### src/rtl/uart_cmd_pkg.sv
// Shared types and helpers for the UART command sequencer.
package uart_cmd_pkg;

  typedef enum logic [2:0] {
    HUNT  = 3'd0,
    ADDR  = 3'd1,
    DATA  = 3'd2,
    CSUM  = 3'd3,
    ISSUE = 3'd4
  } cmd_state_t;

  typedef enum logic [1:0] {
    CSUM_ERR = 2'd0,
    OVR_ERR  = 2'd1,
    TMO_ERR  = 2'd2
  } err_cause_t;

  localparam logic [7:0] SYNC_BYTE_DEF = 8'hA5;

  function automatic logic [7:0] calc_csum(input logic [7:0] sync_b,
                                           input logic [7:0] addr_b,
                                           input logic [7:0] data_b);
    return sync_b ^ addr_b ^ data_b;
  endfunction

endpackage

### src/rtl/uart_cmd_ctrl_if.sv
// Register-write request channel: valid/ready with address and data.
interface uart_cmd_wr_if;
  logic       wr_valid;
  logic       wr_ready;
  logic [7:0] wr_addr;
  logic [7:0] wr_data;

  modport master (output wr_valid, output wr_addr, output wr_data, input wr_ready);
  modport slave  (input wr_valid, input wr_addr, input wr_data, output wr_ready);
endinterface

### src/rtl/uart_rdy_sync.sv
// Synchronizes the receiver byte-ready level and emits a registered one-cycle
// strobe on its rising edge (SYNC_STAGES+1 cycles after rx_rdy rises).
module uart_rdy_sync #(
  parameter int unsigned SYNC_STAGES = 2
) (
  input  logic clk,
  input  logic rst_l,
  input  logic rx_rdy_i,
  output logic byte_stb_o
);

  logic [SYNC_STAGES-1:0] sync_q;
  logic                   prev_q;
  logic                   stb_q;

  always_ff @(posedge clk or negedge rst_l) begin
    if (!rst_l) begin
      sync_q <= '0;
      prev_q <= 1'b0;
      stb_q  <= 1'b0;
    end else begin
      sync_q <= {sync_q[SYNC_STAGES-2:0], rx_rdy_i};
      prev_q <= sync_q[SYNC_STAGES-1];
      stb_q  <= sync_q[SYNC_STAGES-1] & ~prev_q;
    end
  end

  assign byte_stb_o = stb_q;

endmodule

### src/rtl/uart_cmd_ctrl.sv
// Frame sequencer SYNC,ADDR,DATA,CSUM -> one register write per good frame.
// Inter-byte timeout is built only when UART_CMD_TIMEOUT_EN is defined.
//
// state | meaning
// HUNT  | waiting for the sync byte
// ADDR  | next byte is the register address
// DATA  | next byte is the write data
// CSUM  | next byte is the checksum
// ISSUE | write request pending on wr
module uart_cmd_ctrl
  import uart_cmd_pkg::*;
#(
  parameter logic [7:0]  SYNC_BYTE      = SYNC_BYTE_DEF,
  parameter int unsigned TIMEOUT_CYCLES = 2000000,
  parameter int unsigned SYNC_STAGES    = 2
) (
  input  logic                clk,
  input  logic                rst_l,
  input  logic                rx_rdy,
  input  logic [7:0]          rx_data,
  uart_cmd_wr_if.master       wr,
  output logic                busy,
  output logic [7:0]          pkt_ok_cnt,
  output logic [7:0]          err_cnt,
  output logic                err_pulse
);

  cmd_state_t state_q;
  logic [7:0] addr_q, data_q;
  logic [7:0] wr_addr_q, wr_data_q;
  logic       wr_valid_q;
  logic [7:0] ok_q, err_q;
  logic       err_pulse_q;
  logic       byte_stb;
  logic       tmo_hit;
  logic [2:0] err_vec;
  logic       err_any;

  uart_rdy_sync #(.SYNC_STAGES(SYNC_STAGES)) u_rdy_sync (
    .clk       (clk),
    .rst_l     (rst_l),
    .rx_rdy_i  (rx_rdy),
    .byte_stb_o(byte_stb)
  );

`ifdef UART_CMD_TIMEOUT_EN
  logic [31:0] tmo_q;
  logic        in_frame;

  assign in_frame = (state_q == ADDR) || (state_q == DATA) || (state_q == CSUM);
  assign tmo_hit  = in_frame && (tmo_q == TIMEOUT_CYCLES - 1);

  always_ff @(posedge clk or negedge rst_l) begin
    if (!rst_l)                     tmo_q <= '0;
    else if (byte_stb || !in_frame) tmo_q <= '0;
    else                            tmo_q <= tmo_q + 32'd1;
  end
`else
  assign tmo_hit = 1'b0;
`endif

  always_comb begin
    err_vec           = '0;
    err_vec[CSUM_ERR] = (state_q == CSUM) && byte_stb &&
                        (rx_data != calc_csum(SYNC_BYTE, addr_q, data_q));
    err_vec[OVR_ERR]  = (state_q == ISSUE) && byte_stb;
    // a byte arriving on the timeout cycle rescues the frame
    err_vec[TMO_ERR]  = tmo_hit && !byte_stb;
    err_any           = |err_vec;
  end

  always_ff @(posedge clk or negedge rst_l) begin
    if (!rst_l) begin
      state_q     <= HUNT;
      addr_q      <= '0;
      data_q      <= '0;
      wr_addr_q   <= '0;
      wr_data_q   <= '0;
      wr_valid_q  <= 1'b0;
      ok_q        <= '0;
      err_q       <= '0;
      err_pulse_q <= 1'b0;
    end else begin
      err_pulse_q <= err_any;
      if (err_any && err_q != 8'hFF) err_q <= err_q + 8'd1;
      case (state_q)
        HUNT: if (byte_stb && rx_data == SYNC_BYTE) state_q <= ADDR;
        ADDR: begin
          if (byte_stb) begin
            addr_q  <= rx_data;
            state_q <= DATA;
          end else if (tmo_hit) state_q <= HUNT;
        end
        DATA: begin
          if (byte_stb) begin
            data_q  <= rx_data;
            state_q <= CSUM;
          end else if (tmo_hit) state_q <= HUNT;
        end
        CSUM: begin
          if (byte_stb) begin
            if (rx_data == calc_csum(SYNC_BYTE, addr_q, data_q)) begin
              wr_addr_q  <= addr_q;
              wr_data_q  <= data_q;
              wr_valid_q <= 1'b1;
              state_q    <= ISSUE;
            end else state_q <= HUNT;
          end else if (tmo_hit) state_q <= HUNT;
        end
        ISSUE: begin
          if (wr_valid_q && wr.wr_ready) begin
            wr_valid_q <= 1'b0;
            if (ok_q != 8'hFF) ok_q <= ok_q + 8'd1;
            state_q    <= HUNT;
          end
        end
        default: state_q <= HUNT;
      endcase
    end
  end

  assign wr.wr_valid = wr_valid_q;
  assign wr.wr_addr  = wr_addr_q;
  assign wr.wr_data  = wr_data_q;
  assign busy        = (state_q != HUNT);
  assign pkt_ok_cnt  = ok_q;
  assign err_cnt     = err_q;
  assign err_pulse   = err_pulse_q;

endmodule

### src/flat_wrapper.sv
// flat-port wrapper written by rule: the top's interface ports become plain ports
module uart_cmd_ctrl_flat import uart_cmd_pkg::*;
#(
  parameter logic [7:0]  SYNC_BYTE      = SYNC_BYTE_DEF,
  parameter int unsigned TIMEOUT_CYCLES = 2000000,
  parameter int unsigned SYNC_STAGES    = 2
)
  (clk, rst_l, rx_rdy, rx_data, busy, pkt_ok_cnt, err_cnt, err_pulse, wr_wr_valid, wr_wr_addr, wr_wr_data, wr_wr_ready);
  uart_cmd_wr_if wr_i ();
  input  logic clk;
  input  logic rst_l;
  input  logic rx_rdy;
  input  logic [7:0] rx_data;
  output logic busy;
  output logic [7:0] pkt_ok_cnt;
  output logic [7:0] err_cnt;
  output logic err_pulse;
  output wire logic [$bits(wr_i.wr_valid)-1:0] wr_wr_valid;
  output wire logic [$bits(wr_i.wr_addr)-1:0] wr_wr_addr;
  output wire logic [$bits(wr_i.wr_data)-1:0] wr_wr_data;
  input wire logic [$bits(wr_i.wr_ready)-1:0] wr_wr_ready;
  assign wr_wr_valid = wr_i.wr_valid;
  assign wr_wr_addr = wr_i.wr_addr;
  assign wr_wr_data = wr_i.wr_data;
  assign wr_i.wr_ready = wr_wr_ready;
  uart_cmd_ctrl #(.SYNC_BYTE(SYNC_BYTE), .TIMEOUT_CYCLES(TIMEOUT_CYCLES), .SYNC_STAGES(SYNC_STAGES)) u_core (.clk(clk), .rst_l(rst_l), .rx_rdy(rx_rdy), .rx_data(rx_data), .wr(wr_i), .busy(busy), .pkt_ok_cnt(pkt_ok_cnt), .err_cnt(err_cnt), .err_pulse(err_pulse));
endmodule
### config.mk
export PLATFORM = sky130hd
export DESIGN_NAME = uart_cmd_ctrl_flat
export DESIGN_NICKNAME = d
export VERILOG_FILES = /design/src/rtl/uart_cmd_pkg.sv /design/src/rtl/uart_cmd_ctrl_if.sv /design/src/rtl/uart_rdy_sync.sv /design/src/rtl/uart_cmd_ctrl.sv /design/src/flat_wrapper.sv
export SDC_FILE = /design/constraint.sdc
export NUM_CORES = 1
export LEC_CHECK = 0
export CORE_MARGIN = 2
export CORE_UTILIZATION = 56
export DETAILED_ROUTE_END_ITERATION = 7
export GPL_ROUTABILITY_DRIVEN = 0
export PLACE_DENSITY = 0.85
export SETUP_SLACK_MARGIN = 0.3
export SLEW_MARGIN = 10
export SYNTH_ARGS = -nofsm -noshare
export SYNTH_HDL_FRONTEND = slang
export SYNTH_SLANG_ARGS = --single-unit
### constraint.sdc
create_clock -name clk -period 3.36 [get_ports clk]
set_input_delay 0.84 -clock clk [delete_from_list [all_inputs] [get_ports clk]]
set_output_delay 0.84 -clock clk [all_outputs]
set_load 0.005 [all_outputs]
==> flow_summary_export.csv <==
group,metric,value,unit
worst_setup_path,criticalPathCategory,"primary input to flip-flop",
power_and_ir_drop,leakagePower,1.51,nW
power_and_ir_drop,total_power,2.09,mW
timing,relSlewSlack,0.468,
min_path,hold_depth,0,
route,postRouteAntennaNets,0,
route,drc_errors,0,
clock_network,htreeDepth,3,
timing,setup_viol,0,
floorplanning,dieArea,5080,µm²
timing,post-route-period-util,0.753,
route,viasPerCell,5.46,
logic_synthesis,yosysWarningCount,0,
clock_network,root_buffer,"clkbuf_8",
clock_network,postCtsResizedCells,0,
run_status,status,"finished clean",
worst_setup_path,start_kind,"primary input",
finish,layout.nets,251,
timing,rsz0062_at_grt,"no",
clock_network,cts_setup_buffers,0,
worst_setup_path,r2r-end,"u_core.wr.wr_addr[1]$_DFFE_PN0P_",
placed_design,numPortBuffers,46,
worst_setup_path,r2r_cells,5,
global_route,track_usage,0.199,
clock_network,numCtsBuffers,9,
global_route,antenna_found_initial,0,
logic_synthesis,synth_area_leaders,"dfrtp_1 56%, mux2_2 11%, mux2_1 4.4%, xor3_1 3.8%, xnor3_1 3.6%",
clock_network,clock_latency,0.33,ns
worst_setup_path,cp_num_buf_inv,2,
clock_network,path_clk_slew,0.06,ns
timing,fin_crit,2.53,ns
worst_setup_path,critPathTopFamily,"buffers and inverters",
floorplanning,rows,24,
timing,finalHoldViolations,0,
logic_synthesis,seq_area_frac_synth,0.563,
logic_synthesis,synth_top_area_cell,"dfrtp_1",
timing,skew,0.00410,ns
global_route,grt_overflow,0,
global_route,grt_pass1_wl,7620,µm
worst_setup_path,endpoint_kind,"flip-flop",
floorplanning,start_util,0.582,
finish,num_antenna_cells,0,
floorplanning,fp.dieW,71.2,µm
placed_design,hpwl,3110,µm
min_path,hold_path.class,"flip-flop to flip-flop",
clock_network,cts_tree,"yes",
timing,worst_slew_pin_slew,0.795,ns
timing,finalSetupTns,0,ns
logic_synthesis,synth.avg_cell_area,14.1,µm²
worst_setup_path,critical_path.cell_chain,"clkdlybuf4s50_1 > xor3_1 > nor4_2 > and3_1 > buf_4 > mux2_2",
min_path,holdPathEnd,"u_core.u_rdy_sync.sync_q[1]$_DFF_PN0_",
clock_network,ctsHoldBuffers,0,
clock_network,clock-sinks,57,
logic_synthesis,ys_seq_elements,57,
timing,drv_slew,0,
worst_setup_path,cp_data_required_time,3.57,ns
placed_design,place_inst,278,
worst_setup_path,r2r-start,"u_core.addr_q[2]$_DFFE_PN0P_",
finish,final_layout_size_suffix_gt1_frac,0.207,
route,first_pass_iters,4,
worst_setup_path,slowest_stage,"clkdlybuf4s50_1",
power_and_ir_drop,powerDensity,645,nW/µm²
route,routedWlPerCell,15.2,µm
worst_setup_path,regToRegSetupSlack,1.35,ns
route,wl,4480,µm
logic_synthesis,synth_cell_types,35,
worst_setup_path,crit_fanout,10,
floorplanning,die_y,71.2,µm
timing,max_freq,0.395,GHz
route,drtIter0Drc,108,
logic_synthesis,synth_top_area_share,0.563,
global_route,grt_pass1_vias,1592,
global_route,grt_max_degree,31,
route,vias,1606,
power_and_ir_drop,ir_drop,0.000440,V
clock_network,cts_max_path_buffers,2,
logic_synthesis,synthCells,179,
finish,n_fill_cell,289,
worst_setup_path,worstPathArrival,2.74,ns
finish,area_growth,28.3,%
logic_synthesis,syn_nets,193,
floorplanning,core_area,4350,µm²
floorplanning,ios,47,
min_path,worstHoldStart,"u_core.u_rdy_sync.sync_q[0]$_DFF_PN0_",
run,drv_cap,0,
logic_synthesis,netlist_area,2530,µm²
worst_setup_path,slowest_delay,0.55,ns
placed_design,placed_cell_area,3060,µm²
finish,instances_no_fill,294,
finish,final_area,3250,µm²
## synthesized netlist by cell type, drive strengths merged
library cell  instances
clkbuf                1
nor4bb                2
and3                  3
a21bo                 1
nand2                13
nor2b                 2
inv                   2
or3                   1
xor2                  7
a21oi                 5
xnor3                 4
a211oi                2
o211ai                1
nand2b                1
a21o                  1
a2bb2oi               1
nand3                 7
a2111oi               2
ha                    2
or3b                  1
nor2                  8
o2bb2ai               1
and2                  1
mux2                 34
xnor2                 5
xor3                  4
nand4                 3
nor3b                 1
buf                   2
a32oi                 1
nor4                  2
a31oi                 1
dfrtp                57
## routing by layer
layer,vias to the layer above,track usage,share of wire
li1,761,-,-
met1,794,0.272,0.46
met2,45,0.293,0.48
met3,6,0.0774,0.056
met4,0,0.0734,0.0069
met5,-,0,0
## cell families (layout without fill, tap and decap cells)
logic type               after synthesis  after routing  synth area share
flip-flops                            57             57             0.563
AND/OR/NAND/NOR                       45             45            0.0983
multiplexers                          34             34             0.151
XOR/XNOR                              20             20             0.115
AO/OA/AOI/OAI                         16             16            0.0494
buffers and inverters                  5             68            0.0133
adder cells (fa/ha/maj)                2              2           0.00988
## cell usage in the layout, fill, tap and decap left out, types with 5 or more instances in the layout
cell type         n
mux2_2           24
clkbuf_8         13
nand3_1           7
dfrtp_1          57
nor2_1            8
a21oi_1           5
mux2_1           10
xnor2_1           5
nand2_1          13
clkdlybuf4s50_1  45
xor2_1            7
## worst reg2reg max path, stage by stage (launching register included)
cell and delay, ns:
dfrtp_1 0.37, xnor3_1 0.41, nor4_2 0.34, and3_1 0.23
buf_4 0.19, mux2_2 0.35
## power breakdown
part	internal (mW)	switching (mW)	total, mW
Clock	0.346	0.253	0.599
Sequential	0.822	0.130	0.952
Combinational	0.386	0.157	0.544
## sequential cells by signal, summed over array words and instances, names as in the netlist
name,count
u_core.addr_q,8
u_core.pkt_ok_cnt,8
u_core.wr.wr_addr,8
u_core.u_rdy_sync.sync_q,2
u_core.state_q,3
u_core.wr.wr_valid,1
u_core.err_cnt,8
u_core.u_rdy_sync.byte_stb_o,1
u_core.u_rdy_sync.prev_q,1
u_core.data_q,8
u_core.err_pulse,1
u_core.wr.wr_data,8
## how the worst max path moves through the flow
stage	to	startpoint	slack, ns	depth (start not counted)
global route	u_core.wr.wr_addr[1]$_DFFE_PN0P_	rx_data[2]	0.69	6
global placement	u_core.wr.wr_addr[5]$_DFFE_PN0P_	rx_data[2]	0.48	6
detailed placement	u_core.wr.wr_addr[1]$_DFFE_PN0P_	rx_data[7]	0.46	6
finish	u_core.wr.wr_addr[1]$_DFFE_PN0P_	rx_data[3]	0.83	6
CTS	u_core.wr.wr_addr[1]$_DFFE_PN0P_	rx_data[7]	0.82	6
floorplan	u_core.wr.wr_addr[6]$_DFFE_PN0P_	rx_data[3]	1.13	6
## metrics by stage
step	utilization	setup slack (ns)	hold slack, ns
final	0.746	0.829	0.347
after global routing	0.746	0.693	0.362
after CTS	0.746	0.823	0.348
after detailed placement	0.702	0.462	0.335
after global placement	0.702	0.478	0.333
after floorplan	-	1.13	0.331
## area by class of cell
cell class | instances | area [µm²] | area share
Sequential cell | 57 | 1430 | 0.439
Inverter | 2 | 7.51 | 0.00231
Timing Repair Buffer | 50 | 485 | 0.149
Multi-Input combinational cell | 117 | 1070 | 0.330
Clock inverter | 2 | 10.0 | 0.00308
Tap cell | 52 | 65.1 | 0.0200
Clock buffer | 14 | 183 | 0.0562
(Power assumes the default switching activity.)
